$ cat src/rtl/clk_slot_sched.sv
// Eight-slot rotating frame scheduler: issues one-cycle per-stage enable strobes
// in programmable slots, with start, frame-boundary halt, stall freeze and shadowed config.
module clk_slot_sched #(
  parameter int NSTAGE = 4,
  parameter int SLOT_W = 3
) (
  input  logic              clk,
  input  logic              rst,
  input  logic              start,
  input  logic              halt_req,
  input  logic              stall,
  input  logic              cfg_we,
  input  logic [1:0]        cfg_sel,
  input  logic [SLOT_W-1:0] cfg_slot,
  output logic [NSTAGE-1:0] en_out,
  output logic [SLOT_W-1:0] slot,
  output logic              frame_start,
  output logic              running,
  output logic              halted,
  output logic              cfg_pend
);

  typedef enum logic [1:0] {
    S_IDLE   = 2'd0,
    S_RUN    = 2'd1,
    S_DRAIN  = 2'd2,
    S_HALTED = 2'd3
  } state_t;

  typedef logic [NSTAGE-1:0][SLOT_W-1:0] cfg_t;

  state_t            r_state, w_state_nx;
  logic [SLOT_W-1:0] r_slot, w_slot_nx;
  logic [NSTAGE-1:0] r_en, w_en_nx;
  logic              r_fs, w_fs_nx;
  logic              r_running, w_running_nx;
  logic              r_halted, w_halted_nx;
  logic              r_pend, w_pend_nx;
  cfg_t              r_active, w_active_nx;
  cfg_t              r_shadow, w_shadow_nx;
  logic [SLOT_W-1:0] w_next_slot;
  logic              w_wrap;

  assign w_next_slot = r_slot + 1'b1;
  assign w_wrap      = (w_next_slot == '0);

  always_ff @(posedge clk or negedge rst) begin
    if (!rst) begin
      r_state <= S_IDLE;
    end else begin
      r_state <= w_state_nx;
    end
  end

  always_comb begin
    w_state_nx   = r_state;
    w_slot_nx    = r_slot;
    w_en_nx      = r_en;
    w_fs_nx      = r_fs;
    w_running_nx = r_running;
    w_halted_nx  = r_halted;
    w_pend_nx    = r_pend;
    w_active_nx  = r_active;
    w_shadow_nx  = r_shadow;

    case (r_state)
      S_IDLE, S_HALTED: begin
        w_slot_nx = '0;
        w_en_nx   = '0;
        w_fs_nx   = 1'b0;
        if (start) begin
          w_state_nx   = S_RUN;
          w_fs_nx      = 1'b1;
          w_running_nx = 1'b1;
          w_halted_nx  = 1'b0;
          for (int i = 0; i < NSTAGE; i++) w_en_nx[i] = (r_active[i] == '0);
        end
        // While stopped there is no frame in flight, so writes go live at once.
        if (cfg_we) begin
          w_active_nx[cfg_sel] = cfg_slot;
          w_shadow_nx[cfg_sel] = cfg_slot;
        end
      end

      S_RUN, S_DRAIN: begin
        if (stall) begin
          w_en_nx = '0;
          w_fs_nx = 1'b0;
        end else if (w_wrap) begin
          w_active_nx = r_shadow;
          w_pend_nx   = 1'b0;
          w_slot_nx   = '0;
          if (r_state == S_DRAIN) begin
            w_state_nx   = S_HALTED;
            w_en_nx      = '0;
            w_fs_nx      = 1'b0;
            w_running_nx = 1'b0;
            w_halted_nx  = 1'b1;
          end else begin
            w_fs_nx = 1'b1;
            for (int i = 0; i < NSTAGE; i++) w_en_nx[i] = (r_shadow[i] == '0);
          end
        end else begin
          w_slot_nx = w_next_slot;
          w_fs_nx   = 1'b0;
          for (int i = 0; i < NSTAGE; i++) w_en_nx[i] = (r_active[i] == w_next_slot);
        end

        if ((r_state == S_RUN) && halt_req) w_state_nx = S_DRAIN;

        // A write on a load edge lands after the load, leaving the update pending.
        if (cfg_we) begin
          w_shadow_nx[cfg_sel] = cfg_slot;
          w_pend_nx            = 1'b1;
        end
      end

      default: w_state_nx = S_IDLE;
    endcase
  end

  always_ff @(posedge clk or negedge rst) begin
    if (!rst) begin
      r_slot    <= '0;
      r_en      <= '0;
      r_fs      <= 1'b0;
      r_running <= 1'b0;
      r_halted  <= 1'b0;
      r_pend    <= 1'b0;
      for (int i = 0; i < NSTAGE; i++) begin
        r_active[i] <= SLOT_W'(2 * i);
        r_shadow[i] <= SLOT_W'(2 * i);
      end
    end else begin
      r_slot    <= w_slot_nx;
      r_en      <= w_en_nx;
      r_fs      <= w_fs_nx;
      r_running <= w_running_nx;
      r_halted  <= w_halted_nx;
      r_pend    <= w_pend_nx;
      r_active  <= w_active_nx;
      r_shadow  <= w_shadow_nx;
    end
  end

  assign en_out      = r_en;
  assign slot        = r_slot;
  assign frame_start = r_fs;
  assign running     = r_running;
  assign halted      = r_halted;
  assign cfg_pend    = r_pend;

endmodule

$ cat config.mk
export PLATFORM = sky130hd
export DESIGN_NAME = clk_slot_sched
export DESIGN_NICKNAME = d
export VERILOG_FILES = /design/src/rtl/clk_slot_sched.sv
export SDC_FILE = /design/constraint.sdc
export NUM_CORES = 1
export LEC_CHECK = 0
export ABC_CLOCK_PERIOD_IN_PS = 1850
export CAP_MARGIN = 20
export CORE_MARGIN = 2
export CORE_UTILIZATION = 50
export DETAILED_ROUTE_END_ITERATION = 7
export GPL_ROUTABILITY_DRIVEN = 0
export PLACE_DENSITY_LB_ADDON = 0.25
export SYNTH_ARGS = -nofsm -noshare
export SYNTH_HDL_FRONTEND = slang
export SYNTH_SLANG_ARGS = --single-unit
$ cat constraint.sdc
create_clock -name clk -period 1.85 [get_ports clk]
set_input_delay 0.555 -clock clk [delete_from_list [all_inputs] [get_ports clk]]
set_output_delay 0.555 -clock clk [all_outputs]
set_load 0.02 [all_outputs]
==> impl_metrics.ini, run 1 <==
[detailed_routing]
drc = 0
totalWireLength_um = 4190
wl_per_cell_um = 16.4
vias_per_cell = 5.59
firstDrtPassIters = 4
ant_nets = 0
drt_first_iter_violations = 55
vias = 1432

[sta]
hold_viol_final = 0
slew-limit-headroom_pct = 79.3
tightest_slew_ns = 0.310
rsz0062_at_grt = true
fmax_mhz = 553
finalSetupViolations = 0
finalCritPeriodShare_pct = 97.7
setup_tns_ns = 0
fin_ws_ns = 0.0418
skew_ns = 0.00419
drv_slew = 0
finalCriticalPeriod_ns = 1.81

[placement]
dp_cells = 245
place_hpwl_um = 3180
port_buffers = 21
post-place-ws_ns = -0.272

[synth]
postSynthAreaPerCell_um2 = 12.1
synth_top_family_by_area = simple AND/OR/NAND/NOR gates
yosysUniqueCellTypes = 32
yosysMostFrequentCell = dfrtp_1
synth-adder-area-share_pct = 2.61
ys_ff_latch = 37
synth_top_area_share_pct = 37.8
synthSimpleGateAreaFrac_pct = 15.4
postSynth.asyncResetShare_pct = 100
seq_area_frac_synth_pct = 48.8
synthTopCellsByArea = dfrtp_1 38%, mux2_2 14%, dfstp_2 11%
synth_mux_area_share_pct = 14.6
synth_compound_area_share_pct = 10.5
synthesis.area_um2 = 1920
syn_inst = 158
yosysWarnings = 0
synth_xor_area_share_pct = 5.93
yosysTopAreaCell = dfrtp_1
synth_common_cells = 29 x dfrtp_1, 24 x mux2_2, 12 x o2bb2ai_1
synth_fp_nets = 173
synth_edf_count = 0
ys.flop_type = dfrtp_1

[cts]
cts-buffers-inserted = 5
clock_sinks = 37
clkLatencyLatePin_ns = 0.28
htreeDepth = 2
tritoncts = yes
clkTransAtPathRegs_ns = 0.07
cts_root_buf = clkbuf_8
clock_path_buffers = 2

[layout]
layout-drive-gt1-share_pct = 40.9
fillCellCount = 282
syn2layout_area_growth_pct = 31.9
register_area_um2 = 936
instances_no_fill = 256
multi_input_area_um2 = 990
nets = 222
n_antenna_cell = 0

[worst_setup_path]
crit_slowest_cell = clkdlybuf4s50_1
startpoint = halted
worst-path-stages = 1
path_class = flop to output pin
rr_startpoint = r_state[1]
r2r_cells = 5
start_kind = flop
worstSetupEndpointType = output pin
cp_cell_sequence = clkdlybuf4s50_1
required_ns = 1.29
cpLargestDelayFamily = buffers and inverters
crit_arrival_ns = 1.25
slowest_delay_ns = 0.61
cp_max_fo = 3
critPathBufInv = 1

[global_route]
grt_pass1_vias = 1482
overflow = 0
track_usage_pct = 21.3
antenna_found_initial = 0
grt_pass1_wl_um = 6950
grt_max_degree = 38

[worst_hold_path]
hold-path-cell-count = 1
hold_start = cfg_pend
hp-class = flop to flop

[floorplan]
num_rows = 22
die_w_um = 66.0
core_area_um2 = 3690
chipHeight_um = 66.0
ios = 22
dieArea_um2 = 4350
initial_core_util_pct = 52.0

[run_status]
status = complete, no violations

[job]
max_cap_viol_count = 0

[power]
p_per_area_nw_per_um2 = 1480
ir_worst_vdd_uv = 837
p_leak_nw = 1.14
[flip-flops by register name, summed over array words and instances, names as in the netlist]
register	cells
r_shadow	12
r_state	2
slot	3
en_out	4
r_active	12
halted	1
running	1
frame_start	1
cfg_pend	1
[stage by stage]
step	utilization (%)	hold WS [ns]	cell area, um^2	power, mW
after floorplan	-	0.259	1920	2.40
after global placement	63.8	0.507	2350	2.96
after detailed placement	63.8	0.506	2350	3.04
after CTS	66.6	0.529	2450	3.65
after global routing	68.6	0.552	2530	3.96
final	68.6	0.525	2530	3.74
[kinds of logic (layout without fill, tap and decap cells)]
logic type      Yosys count  in the layout
fa+ha+maj                 4              4
compound gates           26             26
buf+inv                   9             59
mux                      25             25
flops                    37             37
xor+xnor                 13             13
simple gates             44             44
[per-layer routing]
metal / GRT usage, % / wire [um] / vias to the layer above
met5: 0 / 0 / -
met4: 7.40 / 61 / 0
met3: 5.11 / 198 / 7
met2: 37.1 / 2120 / 39
met1: 25.7 / 1820 / 703
li1: - / - / 683
[power by group]
part	total [mW]	internal (mW)	switching, mW
registers	1.35	1.12	0.231
logic	1.77	0.912	0.863
clock network	0.610	0.337	0.273
total	3.74	2.37	1.37
[repair_timing]
item                                    4_1_cts  5_1_grt
hold buffers                                  0        0
endpoints found under the hold margin         0        0
gates resized for setup                       3       12
pin swaps                                     0        6
setup buffers                                 0        3
endpoints found under the setup margin        3       15
[path summary, 6_finish.rpt]
check                               endpoint  slack, ns
worst min-delay path                cfg_pend       0.53
min in group asynchronous             halted       0.63
worst min register to register      cfg_pend       0.53
worst max register to register     en_out[0]       0.05
worst max-delay path                  halted       0.04
max in group asynchronous       r_shadow[11]       0.95
[final cells by class]
cell class | count | area share (%)
Multi-Input combinational cell | 112 | 39.1
Inverter | 3 | 0.445
Tap cell | 48 | 2.37
Sequential cell | 37 | 37.0
Clock buffer | 7 | 3.81
Clock inverter | 1 | 0.198
Timing Repair Buffer | 48 | 17.1
[placed cells by master (no fill, tap or decap), drive strengths merged, types with 3 or more instances in the layout]
| master | n |
|---|---|
| dfrtp | 29 |
| buf | 27 |
| mux2 | 24 |
| clkdlybuf4s50 | 15 |
| o2bb2ai | 12 |
| nor4 | 12 |
| xor2 | 9 |
| dfstp | 8 |
| nand2 | 7 |
| clkbuf | 7 |
| o21ai | 6 |
| or3 | 5 |
| xnor2 | 4 |
| dlymetal6s2s | 4 |
| ha | 4 |
| nand3b | 3 |
| nand3 | 3 |
| nor2 | 3 |
| inv | 3 |
| nor3b | 3 |
| a21oi | 3 |
No activity file was read; power rests on OpenSTA's default activity.
==> inputs of run 2 (changes only) <==
- ABC_CLOCK_PERIOD_IN_PS: 1850 -> 2300
- CORE_UTILIZATION: 50 -> 59
- clock period: 1.85 -> 2.3 ns (I/O delays scaled with it)
==> impl_metrics.ini, run 2 (synthesis gave the netlist of run 1 again) <==
[layout]
n_antenna_cell = 0
layout-drive-gt1-share_pct = 30.5
nets = 204
final_cell_mix = 29 x dfrtp_1, 24 x mux2_2, 21 x clkdlybuf4s50_1
multi_input_area_um2 = 942
final_common_cell = dfrtp_1
register_area_um2 = 936
fin_util_pct = 73.8
design_area_um2 = 2270
instances_no_fill = 234
fillCellCount = 214
syn2layout_area_growth_pct = 18.3

[cts]
htreeDepth = 2
cts_post_setup_buffers_inserted = 0
cts-buffers-inserted = 5
clock_path_buffers = 2
clkLatencyLatePin_ns = 0.36
tritoncts = yes
clock_sinks = 37
holdBufCountCts = 0
clkTransAtPathRegs_ns = 0.12
cts_root_buf = clkbuf_4
cts-resized-gates = 0

[detailed_routing]
firstDrtPassIters = 4
totalWireLength_um = 4010
drt_first_iter_violations = 111
vias = 1337
drc = 0
wl_per_cell_um = 17.1
ant_nets = 0
vias_per_cell = 5.71

[worst_hold_path]
hold-path-cell-count = 1
hp-class = flop to flop

[run_status]
status = complete, no violations

[worst_setup_path]
cp_max_fo = 6
start_kind = flop
cp_cell_sequence = buf_4, clkdlybuf4s50_1
worstSetupEndpointType = output pin
crit_slowest_cell = clkdlybuf4s50_1
required_ns = 1.61
path_class = flop to output pin
r2r_cells = 5
crit_arrival_ns = 1.54
slowest_delay_ns = 0.62

[power]
p_per_area_nw_per_um2 = 1170
total_power_mw = 2.66
p_switching_mw = 1.04
seq_power_share_pct = 40.7
p_leak_nw = 0.981
clockPowerShare_pct = 12.5
ir_worst_vdd_uv = 542
sw_frac_of_total_pct = 39.1
comb_power_share_pct = 46.8
p_int_mw = 1.62

[floorplan]
core_area_um2 = 3080
dieArea_um2 = 3730
ios = 22
die_w_um = 61.0
num_rows = 20
initial_core_util_pct = 62.4
chipHeight_um = 61.0

[placement]
post_dp_cell_area_um2 = 2220
place_hpwl_um = 3100
post-place-ws_ns = 0.0114
dp_cells = 226
port_buffers = 21

[sta]
finalSetupViolations = 0
finalCriticalPeriod_ns = 2.23
setup_tns_ns = 0
slew-limit-headroom_pct = 59.7
rsz0062_at_grt = false
hold_ws_ns = 0.566
hold_viol_final = 0
finalCritPeriodShare_pct = 96.7
drv_slew = 0
tightest_slew_ns = 0.604
skew_ns = 0.0203
fin_ws_ns = 0.0749
fmax_mhz = 449

[global_route]
grt_max_degree = 38
grt_pass1_wl_um = 6440
antenna_found_initial = 0
track_usage_pct = 24.8
overflow = 0
grt_pass1_vias = 1368

[job]
max_cap_viol_count = 0
==> run 2: per-layer routing <==
metal,track usage (%),vias to the layer above,routed length [um]
met1,29.8,656,1740
met2,43.2,28,2050
met4,11.2,0,61
li1,-,644,-
met3,4.41,9,165
met5,0,-,0
==> run 2: path summary, 6_finish.rpt <==
path                                   from      endpoint  slack, ns
max in group asynchronous               rst  r_active[11]       1.18
worst max register to register   r_state[0]   r_active[9]       0.09
worst min-delay path            r_active[1]   r_active[1]       0.57
min in group asynchronous               rst       running       0.75
worst max-delay path                slot[0]       slot[0]       0.07
worst min register to register  r_active[1]   r_active[1]       0.57
==> run 2: area by class of cell <==
cell class	count	area share, %
repair buffers	30	12.2
multi-input cells	112	41.5
flip-flops and latches	37	41.2
well taps	44	2.42
inverters	3	0.496
clock buffers	8	2.15
==> run 2: critical path, delay by kind of cell, from the launching register on <==
family                 cells  cell delay [ns]
buffers and inverters      2             0.79
DFF                        1             0.38
==> run 2: power by group through the flow <==
stage          clock (mW)  combinational (mW)  sequential [mW]
6_report            0.332                1.24             1.08
4_1_cts             0.339                1.25             1.08
5_1_grt             0.365                1.35             1.11
3_3_place_gp            0                1.17             1.07
2_1_floorplan           0               0.815             1.11
3_5_place_dp            0                1.24             1.10
